## config.mk

```make
export PLATFORM = sky130hd
export DESIGN_NAME = instruction_fetch_unit
export DESIGN_NICKNAME = d
export VERILOG_FILES = /design/src/rtl/instruction_fetch_unit.sv
export SDC_FILE = /design/constraint.sdc
export NUM_CORES = 1
export LEC_CHECK = 0
export CAP_MARGIN = 20
export CORE_UTILIZATION = 35
export CTS_CLUSTER_SIZE = 16
export DETAILED_ROUTE_END_ITERATION = 10
export SETUP_SLACK_MARGIN = 0.02
export SLEW_MARGIN = 20
export SYNTH_ARGS = -nofsm -noshare
export SYNTH_HDL_FRONTEND = slang
export SYNTH_SLANG_ARGS = --single-unit
```

## constraint.sdc

```tcl
create_clock -name clk -period 4.7 [get_ports clk]
set_clock_uncertainty 0.15 [all_clocks]
set_input_delay 1.175 -clock clk [delete_from_list [all_inputs] [get_ports clk]]
set_output_delay 1.175 -clock clk [all_outputs]
set_load 0.01 [all_outputs]
```

## src/rtl/instruction_fetch_unit.sv

```systemverilog
`default_nettype none
// ============================================================================
// Module   : instruction_fetch_unit
// Purpose  : PC generator and small fetch buffer that sits directly upstream
//            of a 1-cycle synchronous instruction memory. The unit issues
//            fetch addresses, captures the returned words together with their
//            PCs, and hands (pc, instr) pairs to decode over valid/ready.
//            It stops issuing when decode backpressure would overflow the
//            buffer, and it flushes and reloads the PC on a redirect.
// Revision : 1.0 - initial release
// ----------------------------------------------------------------------------
// Parameters
//   RESET_PC   PC of the first fetch after reset
//   DEPTH      fetch buffer entries (power of 2, >= 2)
// Optional feature macro
//   FETCH_MISALIGN_TRAP_EN  defined   : a redirect target with [1:0] != 0
//                                       raises misalign_trap and halts fetch
//                                       until an aligned redirect or reset
//                           undefined : target[1:0] forced to 0 on load,
//                                       misalign_trap tied low
// Ports
//   clk              in   1   clock, all state updates on posedge
//   rst              in   1   synchronous active-high reset
//   fetch_en         in   1   allow new fetches (buffer drains regardless)
//   imem_addr        out  32  fetch address (current PC)
//   imem_req         out  1   fetch issued this cycle
//   imem_rdata       in   32  instruction word, valid the cycle after imem_req
//   redirect_valid   in   1   load redirect_target into the PC this cycle
//   redirect_target  in   32  new PC
//   out_valid        out  1   buffer head valid
//   out_ready        in   1   decode accepts buffer head
//   out_instr        out  32  head instruction
//   out_pc           out  32  head PC
//   misalign_trap    out  1   misaligned redirect trap (feature macro only)
// ============================================================================
module instruction_fetch_unit #(
  parameter logic [31:0] RESET_PC = 32'h0000_0000,
  parameter int          DEPTH    = 2
) (
  input  logic        clk,
  input  logic        rst,
  input  logic        fetch_en,
  output logic [31:0] imem_addr,
  output logic        imem_req,
  input  logic [31:0] imem_rdata,
  input  logic        redirect_valid,
  input  logic [31:0] redirect_target,
  output logic        out_valid,
  input  logic        out_ready,
  output logic [31:0] out_instr,
  output logic [31:0] out_pc,
  output logic        misalign_trap
);

  // Pointer width covers DEPTH entries; count width covers 0..DEPTH.
  localparam int PW = $clog2(DEPTH);
  localparam int CW = $clog2(DEPTH + 1);
  localparam logic [CW:0] DEPTH_V = (CW + 1)'(DEPTH);

  // --------------------------------------------------------------------------
  // State
  // --------------------------------------------------------------------------
  logic [31:0]   pc_q;
  logic          inflight_q;
  logic [31:0]   inflight_pc_q;
  logic [CW-1:0] count_q;
  logic [PW-1:0] head_q;
  logic [PW-1:0] tail_q;
  logic [31:0]   buf_instr [DEPTH];
  logic [31:0]   buf_pc    [DEPTH];

  logic          trap_active;
  logic [31:0]   redirect_pc;

`ifdef FETCH_MISALIGN_TRAP_EN
  logic          trap_q;
  assign trap_active = trap_q;
  // Target is loaded unmodified so the trapping PC stays visible.
  assign redirect_pc = redirect_target;
`else
  assign trap_active = 1'b0;
  // Low bits are dropped so fetch always stays word aligned.
  assign redirect_pc = redirect_target & 32'hFFFF_FFFC;
`endif

  // --------------------------------------------------------------------------
  // Handshake and issue credit
  // --------------------------------------------------------------------------
  logic          deq;
  logic          issue;
  logic [CW:0]   occupancy;

  assign deq = (count_q != '0) & out_ready;

  // Entries held plus the word already on its way back, less the one leaving
  // now. Issuing only while this is below DEPTH means every returning word is
  // guaranteed a free slot, so the buffer can never overflow.
  assign occupancy = {1'b0, count_q} + (CW + 1)'(inflight_q) - (CW + 1)'(deq);

  assign issue = ~rst & fetch_en & ~redirect_valid & ~trap_active &
                 (occupancy < DEPTH_V);

  // --------------------------------------------------------------------------
  // PC, in-flight tracking, pointers and occupancy
  // --------------------------------------------------------------------------
  always_ff @(posedge clk) begin
    if (rst) begin
      pc_q          <= RESET_PC;
      inflight_q    <= 1'b0;
      inflight_pc_q <= '0;
      count_q       <= '0;
      head_q        <= '0;
      tail_q        <= '0;
`ifdef FETCH_MISALIGN_TRAP_EN
      trap_q        <= 1'b0;
`endif
    end else if (redirect_valid) begin
      // Flush: buffered entries and the in-flight response are discarded.
      // A head accepted by decode this cycle still counts as delivered.
      pc_q       <= redirect_pc;
      inflight_q <= 1'b0;
      count_q    <= '0;
      head_q     <= '0;
      tail_q     <= '0;
`ifdef FETCH_MISALIGN_TRAP_EN
      trap_q     <= (redirect_target[1:0] != 2'b00);
`endif
    end else begin
      inflight_q <= issue;
      if (issue) begin
        inflight_pc_q <= pc_q;
        pc_q          <= pc_q + 32'd4;
      end
      if (inflight_q) begin
        tail_q <= tail_q + PW'(1);
      end
      if (deq) begin
        head_q <= head_q + PW'(1);
      end
      unique case ({inflight_q, deq})
        2'b10:   count_q <= count_q + CW'(1);
        2'b01:   count_q <= count_q - CW'(1);
        default: count_q <= count_q;
      endcase
    end
  end

  // Buffer storage: data only, no reset needed since count gates visibility.
  always_ff @(posedge clk) begin
    if (!rst && !redirect_valid && inflight_q) begin
      buf_instr[tail_q] <= imem_rdata;
      buf_pc[tail_q]    <= inflight_pc_q;
    end
  end

  // --------------------------------------------------------------------------
  // Outputs
  // --------------------------------------------------------------------------
  assign imem_addr = pc_q;
  assign imem_req  = issue;
  assign out_valid = (count_q != '0);
  assign out_instr = buf_instr[head_q];
  assign out_pc    = buf_pc[head_q];

`ifdef FETCH_MISALIGN_TRAP_EN
  assign misalign_trap = trap_q;
`else
  assign misalign_trap = 1'b0;
`endif

endmodule
`default_nettype wire

```

==> results of run 1 <==
-- cell usage in the layout, fill, tap and decap left out, types with 8 or more instances in the layout --
cell type,count
nor3_1,13
nand3_1,10
xnor2_1,10
mux2_2,64
o22ai_1,9
nand2_1,82
nand4_1,9
nor2_1,12
o21ai_0,8
dfxtp_1,65
inv_1,9
clkdlybuf4s50_1,158
edfxtp_1,124
a31oi_1,10
buf_4,8
clkbuf_16,17
and3_1,12
a21oi_1,60
-- metrics by stage --
step	setup slack, ps	instance area (um^2)
2_1_floorplan	602	7580
3_3_place_gp	-20.3	9420
3_5_place_dp	-123	9420
4_1_cts	167	9960
5_1_grt	32.5	9960
6_report	177	9960
-- layer usage --
metal  part of all wire [%]  up-vias  track usage, %
li1                       -     2475               -
met1                     44     2522            20.5
met2                     50      168            27.1
met3                    5.0       12            3.98
met4                    1.1        0            6.68
met5                      0        -               0
-- final cells by class --
type | instances | area [um^2]
Multi-Input combinational cell | 356 | 2340
Timing Repair Buffer | 168 | 1660
Sequential cell | 190 | 5050
Tap cell | 275 | 344
Fill cell | 1878 | 11100
Clock inverter | 14 | 113
Clock buffer | 18 | 429
Inverter | 10 | 37.5
-- synth_stat cells (6+ instances only) --
cell | number | area share (%)
nand2_1 | 82 | 4.1
inv_1 | 10 | 0.50
mux2_2 | 64 | 9.5
nor2_1 | 13 | 0.65
nor3_1 | 13 | 0.86
xnor2_1 | 10 | 1.2
o21ai_0 | 8 | 0.53
and3_1 | 13 | 1.1
edfxtp_1 | 124 | 49
clkbuf_1 | 22 | 1.1
nand3_1 | 10 | 0.66
o22ai_1 | 9 | 0.74
a31oi_1 | 10 | 0.83
nand4_1 | 9 | 0.74
a21oi_1 | 60 | 4.0
nor4_1 | 6 | 0.50
dfxtp_1 | 66 | 17
-- power by group through the flow --
stage                      logic, W  registers (W)  clock network (W)
after floorplan           0.0000812        0.00186                  0
after global placement     0.000205        0.00187                  0
after detailed placement   0.000210        0.00187                  0
after CTS                  0.000211        0.00183            0.00136
after global routing       0.000226        0.00183            0.00143
final                      0.000208        0.00183            0.00132
-- worst max-delay path: cells and delay by family --
kind            cells  cell delay (ps)
simple gates        4              470
compound gates      1              120
buf+inv             3              860
xor+xnor            1              160
fa+ha+maj           1              420
-- cells by family after synthesis --
group | Yosys count
compound gates | 102
xor+xnor | 12
fa+ha+maj | 2
buf+inv | 47
flops | 190
mux | 65
other cells | 1
simple gates | 170
-- flip-flops by register name, summed over array words and instances, names as in the netlist, named ones only --
register       flops
inflight_q         1
inflight_pc_q     30
head_q             1
buf_instr         64
buf_pc            60
tail_q             1
count_q            2
imem_addr         30
-- final timing paths --
check	from	end	cells past startpoint
max	out_ready	imem_req	10
min	inflight_pc_q[26]$_SDFFE_PP0P_	buf_pc[1][26]$_DFFE_PP_	0
max reg2reg	count_q[1]$_SDFFE_PP0P_	imem_addr[12]$_SDFFE_PP0P_	11
min reg2reg	inflight_pc_q[26]$_SDFFE_PP0P_	buf_pc[1][26]$_DFFE_PP_	0
-- what timing repair did --
action / CTS / global route
setup endpoints to repair: 1 / 0
endpoints found under the hold margin: 0 / 0
resized for setup: 2 / 0
==> key figures, run 1 <==
STA
  – Period utilization: 96.2%
  – Final min period: 4520 ps
  – Max-slew headroom: 37.1%
  – Total Neg Setup Slack: 0 ps
  – Fin Hold WS: 303 ps
  – RSZ-0062 raised after global routing: false
  – Max Transition Viols Final: 0
  – # setup viols final: 0
  – Worst Max-Slew Pin Slew: 943 ps
  – Fmax: 221 MHz
  – Fin. Hold Viols: 0

Logic synthesis
  – FFs w/ async S/R, synth: 0%
  – Largest family of logic cells by synthesized area: simple AND/OR/NAND/NOR gates
  – Mux contribution to synthesized area: 9.66%
  – Post-Synth Adder-Cell Area: 0.430%
  – Post-synthesis sequential area ratio: 66.7%
  – Post-synth design cell area: 7560 um^2
  – Yosys warns: 0
  – Synth Instances: 589
  – Xor/xnor share of the synthesized area: 1.39%
  – Post-Syn Area per Cell: 12.8 um^2
  – Count of different cell masters after synthesis: 49
  – Post-synth EDFFs: 124
  – Dominant synthesized flop cell: edfxtp_1
  – Synth Area in Simple Gates: 11.3%
  – Register bit total from synthesis: 190
  – Compound-Gate Fraction of Synth Area: 7.69%

GRT
  – Initial antenna violation count: 0
  – Grt ovf: 0
  – GRT Overall Usage: 16.4%
  – Vias in the first global route: 5246
  – First-pass GRT wire length: 27500 um
  – Largest net degree at the start of global routing: 68

Power and ir drop
  – Switching share of power: 22.8%
  – Peak VDD IR: 0.230 mV
  – Clock power frac: 39.4%
  – P_leak: 3.32 nW
  – Switch Pwr: 0.000765 W
  – Flop pwr share: 54.4%
  – P_int: 0.00260 W
  – Overall power: 0.00336 W
  – PwrDens: 337 nW/um^2
  – Gate power share: 6.2%

Clocking
  – CTS max path bufs: 2
  – Clock slew at reported path FFs: 70 ps
  – Postcts setup bufs: 0
  – Num Clock Sinks: 190
  – H-tree Lvls: 4
  – Num CTS Buffers: 17
  – Clock root cell: clkbuf_16
  – CTS tree: done
  – # hold bufs at CTS: 0
  – Worst-skew pair later-pin latency: 430 ps

Die
  – Die Y: 149 um
  – Die area: 22200 um^2
  – Core area: 21100 um^2
  – # rows: 53
  – Die Wd: 149 um
  – # IOs: 168
  – Initial Util: 35.9%

Routing
  – Remaining DRCs: 0
  – DR WL/cell: 17.3 um
  – Drt via density: 5.02
  – Antenna-violating nets left: 0
  – Final WL: 17800 um
  – Starting DRT DRC Count: 281
  – DR vias: 5177
  – Drt first pass iters: 4

Final layout
  – N_diodes: 0
  – Area delta synth->final: 31.7%
  – Finished Layout Cells: 1031
  – Layout Nets: 814
  – Layout cell share with drive strength beyond 1: 15.3%
  – Util after Layout: 47.2%

Place
  – Port Buffers: 160
  – RD Place Congestion: 0.820
  – DP HPWL: 11300 um
  – Dpl cells: 999

Critical path
  – Crit-path most repeated cell: nand2_1
  – Crit-path max FO: 2
  – Crit start category: input pin
  – CP required: 3380 ps
  – Worst Path Arrival: 3200 ps
  – Crit-path slowest cell: clkdlybuf4s50_1
  – Slowest stage delay, CP: 480 ps
  – Worst path cell trace: clkdlybuf4s50_1 > nand2_1 > nor2_1 > a21o_1 > nand2_1 > fa_1 > xnor2_1 > nand4_1 > inv_2 > dlygate4sd2_1
  – Critical Path End Type: output pin
  – Critical path class: in -> out
  – Register-to-Register Setup Slack: 1270 ps

Worst hold path
  – Hold Crit Class: reg -> reg

Job
  – Max-cap violations: 0

Outcome
  – Outcome: finished, final reports clean
Power figures use the tool's default switching activity.
==> run 2: changes to the inputs <==
--- a/config.mk
+++ b/config.mk
@@ -5,12 +5,13 @@
 export SDC_FILE = /design/constraint.sdc
 export NUM_CORES = 1
 export LEC_CHECK = 0
+export ABC_CLOCK_PERIOD_IN_PS = 4700
 export CAP_MARGIN = 20
 export CORE_UTILIZATION = 35
 export CTS_CLUSTER_SIZE = 16
 export DETAILED_ROUTE_END_ITERATION = 10
 export SETUP_SLACK_MARGIN = 0.02
-export SLEW_MARGIN = 20
+export SLEW_MARGIN = 25
 export SYNTH_ARGS = -nofsm -noshare
 export SYNTH_HDL_FRONTEND = slang
 export SYNTH_SLANG_ARGS = --single-unit
==> constraint.sdc (replaced) <==
create_clock -name clk -period 4.7 [get_ports clk]
set_clock_uncertainty 0.15 [all_clocks]
set_input_delay 0.705 -clock clk [delete_from_list [all_inputs] [get_ports clk]]
set_output_delay 0.705 -clock clk [all_outputs]
set_load 0.01 [all_outputs]
==> key figures, run 2 (same netlist as run 1, synthesis figures left out) <==
Outcome
  – Outcome: finished, final reports clean

Critical path
  – R2R Path Start: count_q[1]$_SDFFE_PP0P_
  – CP required: 3850 ps
  – Register-to-Register Setup Slack: 1350 ps
  – R2R depth: 11
  – Critical path class: in -> out
  – Worst Path Arrival: 3170 ps
  – Critical Path End Type: output pin
  – Critical register-to-register path endpoint: imem_addr[12]$_SDFFE_PP0P_
  – Crit-path max FO: 4
  – Crit start category: input pin

Power and ir drop
  – Flop pwr share: 51.9%
  – Clock power frac: 42.2%
  – Switching share of power: 21.2%
  – Peak VDD IR: 0.216 mV
  – PwrDens: 352 nW/um^2
  – Gate power share: 5.9%
  – P_int: 0.00278 W
  – P_leak: 3.36 nW
  – Switch Pwr: 0.000747 W

Final layout
  – Layout Nets: 812
  – Area delta synth->final: 32.6%
  – Finished Layout Cells: 1029
  – N_diodes: 0
  – Util after Layout: 47.6%
  – Number of flip-flops under the largest register name: 64
  – Area of the multi-input gates: 2340 um^2
  – Register Area: 5050 um^2
  – # fillers: 1888
  – Biggest regs: buf_instr (64), buf_pc (60)
  – Layout cell share with drive strength beyond 1: 15.1%
  – Most frequent cells in the layout: 159 x clkdlybuf4s50_1, 124 x edfxtp_1, 82 x nand2_1, 65 x dfxtp_1, 64 x mux2_2
  – Leading cell type in the layout, fill and taps excluded: clkdlybuf4s50_1
  – Largest Register: buf_instr

STA
  – Max Transition Viols Final: 0
  – Max-slew headroom: 36.1%
  – Fmax: 249 MHz
  – RSZ-0062 raised after global routing: false
  – Period utilization: 85.6%
  – Total Neg Setup Slack: 0 ps
  – # setup viols final: 0
  – Worst Max-Slew Pin Slew: 959 ps
  – Fin. Hold Viols: 0
  – Final min period: 4020 ps

Worst hold path
  – Min-delay src: inflight_pc_q[6]$_SDFFE_PP0P_
  – WHS Path Cells: 0
  – Hold Crit Class: reg -> reg
  – Worst hold endpoint: buf_pc[0][6]$_DFFE_PP_

Die
  – # IOs: 168
  – Die Wd: 149 um
  – Die area: 22200 um^2
  – # rows: 53
  – Die Y: 149 um
  – Core area: 21100 um^2
  – Initial Util: 35.9%

Routing
  – Drt via density: 5.03
  – Drt first pass iters: 4
  – Remaining DRCs: 0
  – DR vias: 5179
  – Starting DRT DRC Count: 338
  – DR WL/cell: 17.3 um
  – Final WL: 17800 um
  – Antenna-violating nets left: 0

Clocking
  – CTS tree: done
  – Clock slew at reported path FFs: 70 ps
  – H-tree Lvls: 4
  – Num CTS Buffers: 17
  – PostCTS Resize Cnt: 0
  – Postcts setup bufs: 0
  – Num Clock Sinks: 190
  – CTS max path bufs: 2
  – Clock root cell: clkbuf_16
  – Worst-skew pair later-pin latency: 430 ps
  – # hold bufs at CTS: 0

Place
  – RD Place Congestion: 0.816
  – Port Buffers: 160
  – Dpl cells: 997
  – DP HPWL: 11300 um

GRT
  – First-pass GRT wire length: 27200 um
  – Initial antenna violation count: 0
  – GRT Overall Usage: 16.2%
  – Grt ovf: 0
  – Vias in the first global route: 5124
  – Largest net degree at the start of global routing: 64

Job
  – Max-cap violations: 0
==> run 2: cell count changes in the layout (fill, tap and decap cells not counted), sizes merged <==
cell,previous run,this run
dlygate4sd2,1,0
buf,9,7
clkinvlp,5,0
clkdlybuf4s50,158,159
clkbuf,18,20
bufinv,0,3
==> run 2: through the flow <==
step           instance area, um^2  hold slack, ps  setup slack (ps)  power (W)
3_5_place_dp                  9420             292               606    0.00208
6_report                     10000             299               678    0.00353
2_1_floorplan                 7580             275               393    0.00195
3_3_place_gp                  9420             281               782    0.00207
5_1_grt                      10000             309               530    0.00365
4_1_cts                      10000             307               695    0.00357
==> run 2: area by class of cell <==
class,count,area share [%]
Clock buffer,20,4.55
Multi-Input combinational cell,356,23.3
Inverter,10,0.374
Clock inverter,12,1.55
Timing Repair Buffer,166,16.5
Sequential cell,190,50.3
Tap cell,275,3.43
==> run 2: how the worst max path moves through the flow <==
| stage | depth (start not counted) | slack [ps] | end | from |
|---|---|---|---|---|
| after global routing | 10 | 530 | imem_req | out_ready |
| after CTS | 10 | 690 | imem_req | out_ready |
| after floorplan | 4 | 390 | buf_instr[0][0]$_DFFE_PP_ | rst |
| after detailed placement | 13 | 610 | imem_addr[11]$_SDFFE_PP0P_ | out_ready |
| after global placement | 13 | 780 | imem_addr[11]$_SDFFE_PP0P_ | out_ready |
| final | 10 | 680 | imem_req | out_ready |
==> run 2: layer usage <==
metal | global-route usage, % | share of wire, %
met1 | 20.6 | 45
met2 | 27.1 | 49
met3 | 4.04 | 5.6
met4 | 4.69 | 0.72
met5 | 0 | 0
==> run 2: power by group through the flow <==
| stage | combinational (W) | sequential, W | clock, W |
|---|---|---|---|
| 2_1_floorplan | 0.0000811 | 0.00186 | 0 |
| 3_3_place_gp | 0.000204 | 0.00187 | 0 |
| 3_5_place_dp | 0.000209 | 0.00187 | 0 |
| 4_1_cts | 0.000210 | 0.00183 | 0.00153 |
| 5_1_grt | 0.000224 | 0.00183 | 0.00159 |
| 6_report | 0.000209 | 0.00183 | 0.00149 |
==> run 2: worst max-delay path, cell delays in order <==
cell             delay [ps]
clkdlybuf4s50_1         560
nand2_1                  80
nor2_1                  200
a21o_1                  140
nand2_1                  80
fa_1                    400
xnor2_1                 160
nand4_1                 180
inv_1                   130
clkdlybuf4s50_1         550
